--- config.mk ---
export PLATFORM = sky130hd
export DESIGN_NAME = nibble_stream_packer_flat
export DESIGN_NICKNAME = d
export VERILOG_FILES = /design/src/rtl/nibble_stream_packer_if.sv /design/src/rtl/nibble_stream_packer.sv /design/src/flat_wrapper.sv
export SDC_FILE = /design/constraint.sdc
export NUM_CORES = 1
export LEC_CHECK = 0
export CORE_MARGIN = 2
export CORE_UTILIZATION = 30
export CTS_BUF_LIST = sky130_fd_sc_hd__clkbuf_8
export CTS_CLUSTER_SIZE = 12
export DETAILED_ROUTE_END_ITERATION = 10
export PLACE_DENSITY = 0.57
export SYNTH_ARGS = -nofsm -noshare
export SYNTH_HDL_FRONTEND = slang
export SYNTH_SLANG_ARGS = --single-unit
--- constraint.sdc ---
create_clock -name clk -period 3.9 [get_ports clk]
set_input_delay 0.585 -clock clk [delete_from_list [all_inputs] [get_ports clk]]
set_output_delay 0.585 -clock clk [all_outputs]
set_load 0.1 [all_outputs]
--- src/rtl/nibble_stream_packer_if.sv ---
// Sample-in / byte-out bundle for the nibble packer; master drives samples and
// consumer ready, slave is the packer.
interface nibble_stream_packer_if #(
  parameter int LVL_W = 3
);
  logic             data_valid;
  logic [3:0]       stimulus_stream;
  logic [7:0]       out_data;
  logic             out_valid;
  logic             out_ready;
  logic [LVL_W-1:0] fifo_level;
  logic             overflow;
  logic             fragment;

  modport master (
    output data_valid, stimulus_stream, out_ready,
    input  out_data, out_valid, fifo_level, overflow, fragment
  );

  modport slave (
    input  data_valid, stimulus_stream, out_ready,
    output out_data, out_valid, fifo_level, overflow, fragment
  );
endinterface

--- src/rtl/nibble_stream_packer.sv ---
// Recovers one nibble per SAMPLE_PERIOD clocks, packs pairs high-first into bytes
// and buffers them in a first-word-fall-through FIFO with sticky loss flags.
//
// state   | meaning
// S_EMPTY | no nibble pending; next capture becomes the high nibble
// S_HALF  | high nibble held in hi_nib; next capture completes the byte
module nibble_stream_packer #(
  parameter int SAMPLE_PERIOD = 4,
  parameter int FIFO_DEPTH    = 4
) (
  input logic                  clk,
  input logic                  reset_n,
  nibble_stream_packer_if.slave bus
);
  localparam int LVL_W = $clog2(FIFO_DEPTH + 1);
  localparam int AW    = $clog2(FIFO_DEPTH);
  localparam int PH_W  = (SAMPLE_PERIOD > 1) ? $clog2(SAMPLE_PERIOD) : 1;
  localparam logic [PH_W-1:0]  PH_RELOAD = PH_W'(SAMPLE_PERIOD - 1);
  localparam logic [LVL_W-1:0] LVL_FULL  = LVL_W'(FIFO_DEPTH);

  typedef enum logic {S_EMPTY, S_HALF} state_t;

  state_t           state, state_nxt;
  logic [PH_W-1:0]  phase_cnt;
  logic             capture, load_hi, push, frag_set;
  logic [3:0]       hi_nib;
  logic [7:0]       mem [FIFO_DEPTH];
  logic [AW-1:0]    wr_ptr, rd_ptr;
  logic [LVL_W-1:0] level;
  logic             not_empty, full, pop, wr_en;
  logic             overflow_q, fragment_q;

  // Down-counter: terminal count 0 is the capture slot, so the first valid edge captures.
  always_ff @(posedge clk or negedge reset_n) begin
    if (!reset_n)                phase_cnt <= '0;
    else if (!bus.data_valid)    phase_cnt <= '0;
    else if (phase_cnt == '0)    phase_cnt <= PH_RELOAD;
    else                         phase_cnt <= phase_cnt - PH_W'(1);
  end

  assign capture = bus.data_valid && (phase_cnt == '0);

  always_ff @(posedge clk or negedge reset_n) begin
    if (!reset_n) state <= S_EMPTY;
    else          state <= state_nxt;
  end

  always_comb begin
    state_nxt = state;
    case (state)
      S_EMPTY: if (capture)                   state_nxt = S_HALF;
      S_HALF:  if (capture || !bus.data_valid) state_nxt = S_EMPTY;
      default:                                state_nxt = S_EMPTY;
    endcase
  end

  always_comb begin
    load_hi  = 1'b0;
    push     = 1'b0;
    frag_set = 1'b0;
    case (state)
      S_EMPTY: load_hi  = capture;
      S_HALF: begin
        push     = capture;
        frag_set = !bus.data_valid;
      end
      default: ;
    endcase
  end

  always_ff @(posedge clk or negedge reset_n) begin
    if (!reset_n)     hi_nib <= '0;
    else if (load_hi) hi_nib <= bus.stimulus_stream;
  end

  assign not_empty = (level != '0);
  assign full      = (level == LVL_FULL);
  assign pop       = not_empty && bus.out_ready;
  // A full FIFO still accepts a byte when the head leaves on the same edge.
  assign wr_en     = push && (!full || pop);

  always_ff @(posedge clk) begin
    if (wr_en) mem[wr_ptr] <= {hi_nib, bus.stimulus_stream};
  end

  always_ff @(posedge clk or negedge reset_n) begin
    if (!reset_n) begin
      wr_ptr <= '0;
      rd_ptr <= '0;
      level  <= '0;
    end else begin
      if (wr_en) wr_ptr <= wr_ptr + AW'(1);
      if (pop)   rd_ptr <= rd_ptr + AW'(1);
      case ({wr_en, pop})
        2'b10:   level <= level + LVL_W'(1);
        2'b01:   level <= level - LVL_W'(1);
        default: level <= level;
      endcase
    end
  end

  always_ff @(posedge clk or negedge reset_n) begin
    if (!reset_n) begin
      overflow_q <= 1'b0;
      fragment_q <= 1'b0;
    end else begin
      if (push && !wr_en) overflow_q <= 1'b1;
      if (frag_set)       fragment_q <= 1'b1;
    end
  end

  assign bus.out_valid  = not_empty;
  assign bus.out_data   = not_empty ? mem[rd_ptr] : 8'h00;
  assign bus.fifo_level = level;
  assign bus.overflow   = overflow_q;
  assign bus.fragment   = fragment_q;
endmodule

--- src/flat_wrapper.sv ---
// flat-port wrapper written by rule: the top's interface ports become plain ports
module nibble_stream_packer_flat 
#(
  parameter int SAMPLE_PERIOD = 4,
  parameter int FIFO_DEPTH    = 4
)
  (clk, reset_n, bus_data_valid, bus_stimulus_stream, bus_out_ready, bus_out_data, bus_out_valid, bus_fifo_level, bus_overflow, bus_fragment);
  nibble_stream_packer_if #(.LVL_W(3)) bus_i ();
  input logic clk;
  input logic reset_n;
  input wire logic [$bits(bus_i.data_valid)-1:0] bus_data_valid;
  input wire logic [$bits(bus_i.stimulus_stream)-1:0] bus_stimulus_stream;
  input wire logic [$bits(bus_i.out_ready)-1:0] bus_out_ready;
  output wire logic [$bits(bus_i.out_data)-1:0] bus_out_data;
  output wire logic [$bits(bus_i.out_valid)-1:0] bus_out_valid;
  output wire logic [$bits(bus_i.fifo_level)-1:0] bus_fifo_level;
  output wire logic [$bits(bus_i.overflow)-1:0] bus_overflow;
  output wire logic [$bits(bus_i.fragment)-1:0] bus_fragment;
  assign bus_i.data_valid = bus_data_valid;
  assign bus_i.stimulus_stream = bus_stimulus_stream;
  assign bus_i.out_ready = bus_out_ready;
  assign bus_out_data = bus_i.out_data;
  assign bus_out_valid = bus_i.out_valid;
  assign bus_fifo_level = bus_i.fifo_level;
  assign bus_overflow = bus_i.overflow;
  assign bus_fragment = bus_i.fragment;
  nibble_stream_packer #(.SAMPLE_PERIOD(SAMPLE_PERIOD), .FIFO_DEPTH(FIFO_DEPTH)) u_core (.clk(clk), .reset_n(reset_n), .bus(bus_i));
endmodule
==> run metrics <==
Seq cells post-synth 48; die width 85.82 um; Pre-antenna DRT Iters 5; most frequent cells in the layout edfxtp_1, dfrtp_1, clkdlybuf4s50_1; cts hold-fix bufs 0; path depth of the worst reg2reg path 9; fillers 587; ANT nets after route 0; root buffer cell clkbuf_8; Ys Warns 0; routed len/inst 14.60 um; # IOs 22; Startpoint Class register; worst-margin pin slew 971.8 ps; Critical Path Start u_core.bus.fifo_level[1]$_DFFE_PN0P_; Worst EP required 3310 ps; final setup vio count 0; syn nets 129; mapped cell area 2008 sq um; first-pass GRT wire length 5319 um; vias per cell 4.387; final core occ 0.3655; Critical Path End Type output port; CTS tree done; Final Hold Viols 0; post-synthesis sequential area ratio 0.6779; worst r2r dst u_core.bus.fifo_level[2]$_DFFE_PN0P_; Slew Viols, Final 0; dpl hpwl 2240 um; DRC viols 0; gr ovfl total 0; Post-CTS Setup Bufs 0; mean post-synth cell area 17.62 sq um; minimum clock period 2804 ps; share of layout cells above drive strength 1 0.2214; Area growth, synth to finish 16.88%; crit path DAT 2220 ps; Clk Latency, worst-skew pair between 200 and 300 ps; Setup TNS 0 ps; Achievable Freq 356.6 MHz; Initial Utilization 0.3127; vias in the first global route 1072; final worst slack 1096 ps; Rows 29; Diodes inserted 0; Post-Synthesis Cells 114; post-CTS sizing 0; All-Layer GR Usage 0.09748; Final period util 0.7190; Reg2Reg Setup Slack 1800 ps; RSZ-0062 raised after global routing no; gpl congestion 0.6842; Setup WS pre-CTS about 1200 ps; clock skew about 7.4 ps; total wire length about 3200 um; clock transition at the registers of the reported paths about 80 ps; Hold WC Path Type register to register; clock tree sinks 48; Core Region 6422 sq um; IO Port Bufs 21; chip height about 86 um; TritonCTS Buffers 5; total number of vias between 900 and 1000; Worst R2R Start u_core.bus.fifo_level[1]$_DFFE_PN0P_; fin nets 154; worst-path fanout max 11; die area 7364 sq um; largest net degree at the start of global routing 17; max-cap viol count 0; critical path type register to output port; H-tree levels 2; status complete, no violations; Hold Slack 418.1 ps; Unique masters post-synth 25; Max Buffers Root-to-Sink 2; relative slew slack 0.3501; most common cell after layout, fill and taps aside edfxtp_1; Critical Path End bus_out_valid; First DRT Iteration DRCs 64; antenna violations before repair 0
==> state kept, by name (all words and copies together), names as in the netlist <==
| name | flops |
|---|---|
| u_core.bus.fragment | 1 |
| u_core.rd_ptr | 2 |
| u_core.bus.overflow | 1 |
| u_core.mem | 32 |
| u_core.bus.fifo_level | 3 |
| u_core.state | 1 |
| u_core.phase_cnt | 2 |
| u_core.wr_ptr | 2 |
| u_core.hi_nib | 4 |
==> Yosys cell counts (all sizes together) <==
master,instances,area [sq um]
fa,1,20.02
edfxtp,32,960.9
buf,2,22.52
nand3b,1,7.510
nand3,2,15.01
and2,13,83.83
nor4b,1,23.77
or3,1,11.26
mux4,8,180.2
o21ai,1,5.000
nand2,1,3.750
ha,6,75.07
inv,9,33.78
dfrtp,16,400.4
a21o,1,7.510
xor2,3,26.28
xnor2,4,35.03
clkbuf,1,5.000
nor2,5,21.27
mux2,5,60.05
a41o,1,10.01
==> routing by layer <==
layer / wire, um / part of all wire / track usage / up-vias
li1: - / - / - / 457
met1: 1301 / 0.41 / 0.1050 / 479
met2: 1758 / 0.55 / 0.1740 / 14
met3: 70 / 0.022 / 0.02887 / 2
met4: 39 / 0.012 / 0.04762 / 0
met5: 0 / 0 / 0 / -
==> how the worst min path moves through the flow <==
stage	slack (ps)	startpoint	to	cells after the start
after floorplan	290	reset_n	u_core.bus.fifo_level[0]$_DFFE_PN0P_	0
after global placement	410	u_core.phase_cnt[0]$_DFF_PN0_	u_core.phase_cnt[0]$_DFF_PN0_	1
after detailed placement	410	u_core.phase_cnt[0]$_DFF_PN0_	u_core.phase_cnt[0]$_DFF_PN0_	1
after CTS	420	u_core.phase_cnt[0]$_DFF_PN0_	u_core.phase_cnt[0]$_DFF_PN0_	1
after global routing	460	u_core.phase_cnt[0]$_DFF_PN0_	u_core.phase_cnt[0]$_DFF_PN0_	1
final	420	u_core.phase_cnt[0]$_DFF_PN0_	u_core.phase_cnt[0]$_DFF_PN0_	1
==> kinds of logic after synthesis <==
kind of cell             after synthesis  share of synthesized area
AND/OR/NAND/NOR                       24                    0.08286
AO/OA/AOI/OAI                          3                    0.01121
multiplexers                          13                     0.1196
buffers and inverters                 12                    0.03053
XOR/XNOR                               7                    0.03053
adder cells (fa/ha/maj)                7                    0.04735
flip-flops                            48                     0.6779
==> area by class of cell <==
class | instances | area (sq um) | area share
multi-input cells | 54 | 585.6 | 0.2495
repair buffers | 21 | 190.2 | 0.08102
clock buffers | 5 | 68.82 | 0.02932
clock inverters | 3 | 11.26 | 0.004797
flip-flops and latches | 48 | 1361 | 0.5800
inverters | 9 | 33.78 | 0.01439
well taps | 77 | 96.34 | 0.04104
==> worst max-delay path, stage by stage, from the launching register on <==
cell and delay [ps]:
dfrtp_1 450, or3_4 490, clkdlybuf4s50_1 990
==> stage by stage <==
step | area [sq um] | std cells
after CTS | 2347 | 217
after global placement | 2267 | 209
after global routing | 2347 | 217
after detailed placement | 2267 | 209
after floorplan | 2008 | 114
final | 2347 | 217
Power is not shown: default switching activity piles up to over one toggle a cycle in this logic, so the estimate is an artifact.
